$ cat config.mk
export PLATFORM = sky130hd
export DESIGN_NAME = bin_to_bcd_seq
export DESIGN_NICKNAME = d
export VERILOG_FILES = /design/src/rtl/bin_to_bcd_seq.sv
export SDC_FILE = /design/constraint.sdc
export NUM_CORES = 1
export LEC_CHECK = 0
export CAP_MARGIN = 10
export CORE_MARGIN = 10
export CORE_UTILIZATION = 39
export CTS_BUF_LIST = sky130_fd_sc_hd__clkbuf_2
export DETAILED_ROUTE_END_ITERATION = 12
export HOLD_SLACK_MARGIN = 0.08
export MAX_ROUTING_LAYER = met4
export SLEW_MARGIN = 15
export SYNTH_ARGS = -nofsm -noshare
export SYNTH_HDL_FRONTEND = slang
export SYNTH_SLANG_ARGS = --single-unit
$ cat constraint.sdc
create_clock -name clk -period 5.4 [get_ports clk]
set_input_delay 0.54 -clock clk [delete_from_list [all_inputs] [get_ports clk]]
set_output_delay 0.54 -clock clk [all_outputs]
set_load 0.05 [all_outputs]
$ cat src/rtl/bin_to_bcd_seq.sv
// Sequential double-dabble binary to packed BCD converter.
// Performs one shift per clock and reports leading-zero flags for display blanking.
module bin_to_bcd_seq #(
    parameter int IN_WIDTH = 16,
    parameter int DIGITS   = 5
) (
    input  logic                  clk,
    input  logic                  reset,
    input  logic                  start,
    input  logic [IN_WIDTH-1:0]   bin,
    output logic                  busy,
    output logic                  done,
    output logic [4*DIGITS-1:0]   bcd,
    output logic                  ovf,
    output logic [DIGITS-1:0]     lead_zero
);

    localparam int BW = 4 * DIGITS;
    localparam int CW = $clog2(IN_WIDTH + 1);

    localparam logic [DIGITS-1:0] LZ_RESET = {{(DIGITS-1){1'b1}}, 1'b0};
    localparam logic [CW-1:0]     LAST_CNT = CW'(IN_WIDTH - 1);

    typedef enum logic [1:0] {
        S_IDLE,
        S_SHIFT,
        S_DONE
    } state_t;

    state_t              state;
    logic [IN_WIDTH-1:0] shreg;
    logic [BW-1:0]       work;
    logic                ovf_acc;
    logic [CW-1:0]       count;

    logic [BW-1:0]       adj;
    logic [BW-1:0]       work_nxt;
    logic [IN_WIDTH-1:0] shreg_nxt;
    logic                ovf_nxt;
    logic [DIGITS-1:0]   lz_nxt;
    logic                zero_above;
    logic                last;

    // Add-3 correction keeps every digit at or below 9 after the doubling shift
    always_comb begin
        adj = work;
        for (int i = 0; i < DIGITS; i++) begin
            if (work[4*i +: 4] >= 4'd5) begin
                adj[4*i +: 4] = work[4*i +: 4] + 4'd3;
            end
        end
        work_nxt  = {adj[BW-2:0], shreg[IN_WIDTH-1]};
        shreg_nxt = {shreg[IN_WIDTH-2:0], 1'b0};
        ovf_nxt   = ovf_acc | adj[BW-1];
        last      = (count == LAST_CNT);
    end

    always_comb begin
        lz_nxt     = '0;
        zero_above = 1'b1;
        for (int i = DIGITS - 1; i >= 1; i--) begin
            zero_above = zero_above & (work_nxt[4*i +: 4] == 4'd0);
            lz_nxt[i]  = zero_above;
        end
    end

    always_ff @(posedge clk) begin
        if (reset) begin
            state     <= S_IDLE;
            shreg     <= '0;
            work      <= '0;
            ovf_acc   <= 1'b0;
            count     <= '0;
            busy      <= 1'b0;
            done      <= 1'b0;
            bcd       <= '0;
            ovf       <= 1'b0;
            lead_zero <= LZ_RESET;
        end else begin
            unique case (state)
                S_IDLE: begin
                    done <= 1'b0;
                    if (start) begin
                        shreg   <= bin;
                        work    <= '0;
                        ovf_acc <= 1'b0;
                        count   <= '0;
                        busy    <= 1'b1;
                        state   <= S_SHIFT;
                    end
                end
                S_SHIFT: begin
                    work    <= work_nxt;
                    shreg   <= shreg_nxt;
                    ovf_acc <= ovf_nxt;
                    count   <= count + CW'(1);
                    if (last) begin
                        bcd       <= work_nxt;
                        ovf       <= ovf_nxt;
                        lead_zero <= lz_nxt;
                        busy      <= 1'b0;
                        done      <= 1'b1;
                        state     <= S_DONE;
                    end
                end
                S_DONE: begin
                    done  <= 1'b0;
                    state <= S_IDLE;
                end
                default: begin
                    busy  <= 1'b0;
                    done  <= 1'b0;
                    state <= S_IDLE;
                end
            endcase
        end
    end

endmodule

== After elaboration in Yosys (flattened, before gate mapping) ==
Cells that the tools add are included.
Operators by class
  bitwise operators: 6
  multiplexer cells: 19
  order comparisons: 5
  reduce and logical (&&, ||, !) cells: 11
  add/subtract/negate cells: 6
  equality and inequality tests: 5
Operators with widths (count)
  $pmux W20 S2: 1
  $pmux W16 S2: 1
  $add A4 B2 Y4 const B: 5
  $ge A4 B3 Y1 const B: 5
  $mux W20: 1
  $mux W4: 5
  $logic_not A4 Y1: 4
  $mux W16: 1
  $pmux W5 S2: 1
  $reduce_and A2 Y1: 3
  $add A5 B1 Y5 const B: 1
  $eq A5 B4 Y1 const B: 1
  $mux W5: 1
  $mux W2: 2
  $ne A2 B2 Y1 const B: 2
  $pmux W2 S2: 1
  $and A1 B1 Y1: 3
  $mux W1: 3
  $pmux W1 S3: 1
  $reduce_and A3 Y1: 1
  $eq A2 B1 Y1 const B: 1
  $eq A2 B2 Y1 const B: 1
  $logic_not A2 Y1: 1
  $not A1 Y1: 2
  4 further kinds: 4
Word-level totals
  register bits: 71
  word-level logic and storage cells: 62

== Logic depth before layout (Yosys ltp) ==
  depth in word-level cells: 6
  depth in mapped cells: 8
  depth with buffers taken out: 8

== Worst setup path before layout ==
Ideal clock, no wire load.
  kind: register to register
  start: register count[0]
  end: register lead_zero[4]
  data required time: 5.278 ns
  stages on the path, launching flop included: 8
  setup slack: 3.552 ns
  arrival time: 1.726 ns
  setup time: 0.122 ns
  period minus slack after synthesis: 1.848 ns
  cells stage by stage: dfxtp_1 -> ha_1 -> and3_1 -> ha_1 -> and3b_1 -> and3_1 -> and3b_1 -> a221o_1
Between the ends
  word-level cells in the longest chain between the ends: 2
RTL lines
  from (decl): line 34  | logic [CW-1:0] count;
  from (signal assigned): line 96  | count <= count + CW'(1);
  $eq A5 B4 Y1: line 55  | last = (count == LAST_CNT);
  $reduce_and A2 Y1 (no source line)
  to (signal assigned): line 100  | lead_zero <= lz_nxt;
  to (decl): line 15  | output logic [DIGITS-1:0] lead_zero
Every way passes these cells.
A chain may end at the register's enable or synchronous reset.

== Worst setup path in the final report ==
  start: register count[0]
  end: register lead_zero[1]
The elaborated chain is that of the path after synthesis.

==> run_results.csv <==
group,metric,value,unit
logic_synthesis,synth_edf_count,0,
routing,via_per_inst,5.11,
final_layout,final_nets,490,
clocking,cts_tree,"built",
pwr,power_leakage,1.51,nW
timing,fin_ws,2930,ps
timing,relSlewSlack,0.279,
place,post_dp_cell_area,3820,sq um
logic_synthesis,post-synth-top-count-cell,"dfxtp_1",
worst_setup_path,reg2reg_setup_slack,2930,ps
floorplan,core,8260,sq um
pwr,power_density,233,nW/um^2
clocking,cts_buffer_depth,2,
logic_synthesis,syn_avg_cell_area,7.84,sq um
routing,wl_per_cell,13.6,um
worst_setup_path,critPathCaptureType,"flip-flop",
global_route,antenna_found_initial,0,
logic_synthesis,ys_seq_elements,71,
final_layout,final_util,0.475,
floorplan,num_io_pins,47,
worst_hold_path,hp-start,"bcd[5]",
clocking,cts_hold_buffers,0,
final_layout,fin_cells,569,
floorplan,dieWidth,112,um
worst_setup_path,path_class,"reg -> reg",
logic_synthesis,synthFlopType,"dfxtp_1",
global_route,grt_pass1_vias,2722,
timing,whs,465,ps
clocking,htreeDepth,3,
clocking,cts_resized,0,
logic_synthesis,synth-async-reset-ratio,0,
final_layout,drive_above_1_share,0.0431,
worst_setup_path,reg2reg_to,"lead_zero[1]",
timing,setup_tns,0,ps
worst_setup_path,crit-reg2reg-launch,"count[0]",
clocking,clk_pin_slew,180,ps
pwr,peakVddDrop,149,uV
routing,dr.first_iter.drc_count,122,
global_route,grt_max_degree,51,
logic_synthesis,netlist_top_cells_area,"dfxtp_1, a21oi_1, nand2_1, o21ai_0, ha_1",
timing,hold_viol_final,0,
global_route,grt_pass1_wl,13000,um
timing,finalCritPeriodShare,0.457,
logic_synthesis,synth_common_cells,"dfxtp_1, nand2_1, a21oi_1",
job,max-cap-violations,0,
place,hpwl,5200,um
routing,drt_first_pass_iters,5,
place,place_congestion,0.770,
worst_setup_path,crit_required,5830,ps
routing,antenna_left,0,
worst_setup_path,reg2regPathDepth,9,
floorplan,fp.dieH,112,um
place,place_inst,553,
clocking,clkSinkCount,71,
clocking,cts_root_buf,"clkbuf_2",
routing,drt-total-wl,7730,um
logic_synthesis,synthesis.area,3320,sq um
timing,rsz0062_at_grt,"no",
worst_setup_path,critPathArrivalTime,2900,ps
place,dp_slack,2610,ps
timing,worstMarginPinSlew,1080,ps
logic_synthesis,synth_nets,454,
pwr,power,0.916,mW
logic_synthesis,yosys_warnings,0,
logic_synthesis,syn_inst,423,
routing,drc,0,
logic_synthesis,yosys.area.top_type,"dfxtp_1",
clocking,clk-insertion-delay-late,510,ps
clocking,post_cts_buffers,0,
timing,slew_violations,0,
timing,fin_skew,13.9,ps
worst_hold_path,holdPathStages,2,
worst_hold_path,holdPathEnd,"bcd[5]",
global_route,grt_util_all_layers,0.125,
final_layout,fin_area,3920,sq um
clocking,cts-buffers-inserted,9,
place,io_buffers,45,
worst_hold_path,hp-class,"reg -> reg",
logic_synthesis,yosysTopAreaCellShare,0.429,
logic_synthesis,ys_seq_area_frac,0.429,
worst_setup_path,start_kind,"flip-flop",
final_layout,syn_to_final_growth,18.3,%
outcome,status,"completed",
timing,min_period,2470,ps
timing,finalSetupViolations,0,
routing,vias,2910,
worst_setup_path,cp_max_fo,30,
final_layout,antenna_cells,0,
global_route,grt-ovfl-total,0,
floorplan,num_rows,33,
logic_synthesis,synth.distinct_cells,34,
floorplan,initial_core_util,0.402,
timing,fmax,405,MHz
floorplan,die-area,12600,sq um
==> state kept, by name (all words and copies together) (netlist names) <==
register and count:
count 5, busy 1, bcd 20, done 1, shreg 16, work 20, ovf_acc 1, ovf 1
state 2, lead_zero 4
==> area by class of cell <==
| type | count | area, sq um |
|---|---|---|
| fillers | 850 | 4330 |
| multi-input cells | 303 | 1700 |
| flip-flops and latches | 71 | 1420 |
| repair buffers | 49 | 480 |
| well taps | 105 | 131 |
| inverters | 25 | 93.8 |
| clock inverters | 6 | 51.3 |
| clock buffers | 10 | 50.0 |
==> logic make-up after synthesis <==
family          synth area share
flops                      0.429
simple gates               0.194
other cells              0.00113
xor+xnor                  0.0132
mux                       0.0272
fa+ha+maj                 0.0453
buf+inv                   0.0604
compound gates             0.231
==> worst max-delay path, stage by stage, from the launching register on <==
cell	delay, ps
dfxtp_1	420
ha_1	200
and3_1	170
ha_1	260
and3b_1	180
buf_4	300
and3_1	260
and3b_1	210
nand4_2	120
o31ai_1	270
==> cell usage in the layout (no fill, tap or decap), types with 7 or more instances in the layout <==
cell type | Yosys | final
dfxtp_1 | 71 | 71
nand2_1 | 64 | 64
nor2_1 | 35 | 35
a22o_1 | 11 | 11
nand2b_1 | 9 | 9
clkbuf_2 | 0 | 10
nor3b_1 | 7 | 7
inv_1 | 25 | 25
nor3_1 | 9 | 9
clkdlybuf4s50_1 | 0 | 45
ha_1 | 12 | 12
mux2i_1 | 9 | 9
a211oi_1 | 10 | 10
o21ai_0 | 46 | 46
a21oi_1 | 59 | 59
==> routing by layer <==
layer / global-route usage / up-vias / share of wire
li1: - / 1525 / -
met1: 0.156 / 1336 / 0.47
met2: 0.192 / 43 / 0.48
met3: 0.0351 / 6 / 0.042
met4: 0.0406 / 0 / 0.0097
met5: - / - / 0
==> power by group <==
part           leakage [nW]  internal [mW]  switching, mW
logic                 0.862         0.0309         0.0460
registers             0.577          0.539         0.0105
clock network        0.0682          0.103          0.187
==> how the worst max path moves through the flow <==
stage / startpoint / end / slack (ps) / cells past startpoint
3_5_place_dp: start / work[3] / 2610 / 7
3_3_place_gp: start / work[19] / 2680 / 7
6_report: count[0] / lead_zero[1] / 2930 / 9
4_1_cts: count[0] / lead_zero[1] / 2880 / 9
5_1_grt: count[0] / lead_zero[1] / 2690 / 9
2_1_floorplan: count[0] / lead_zero[4] / 3550 / 7
(Power assumes the default switching activity.)
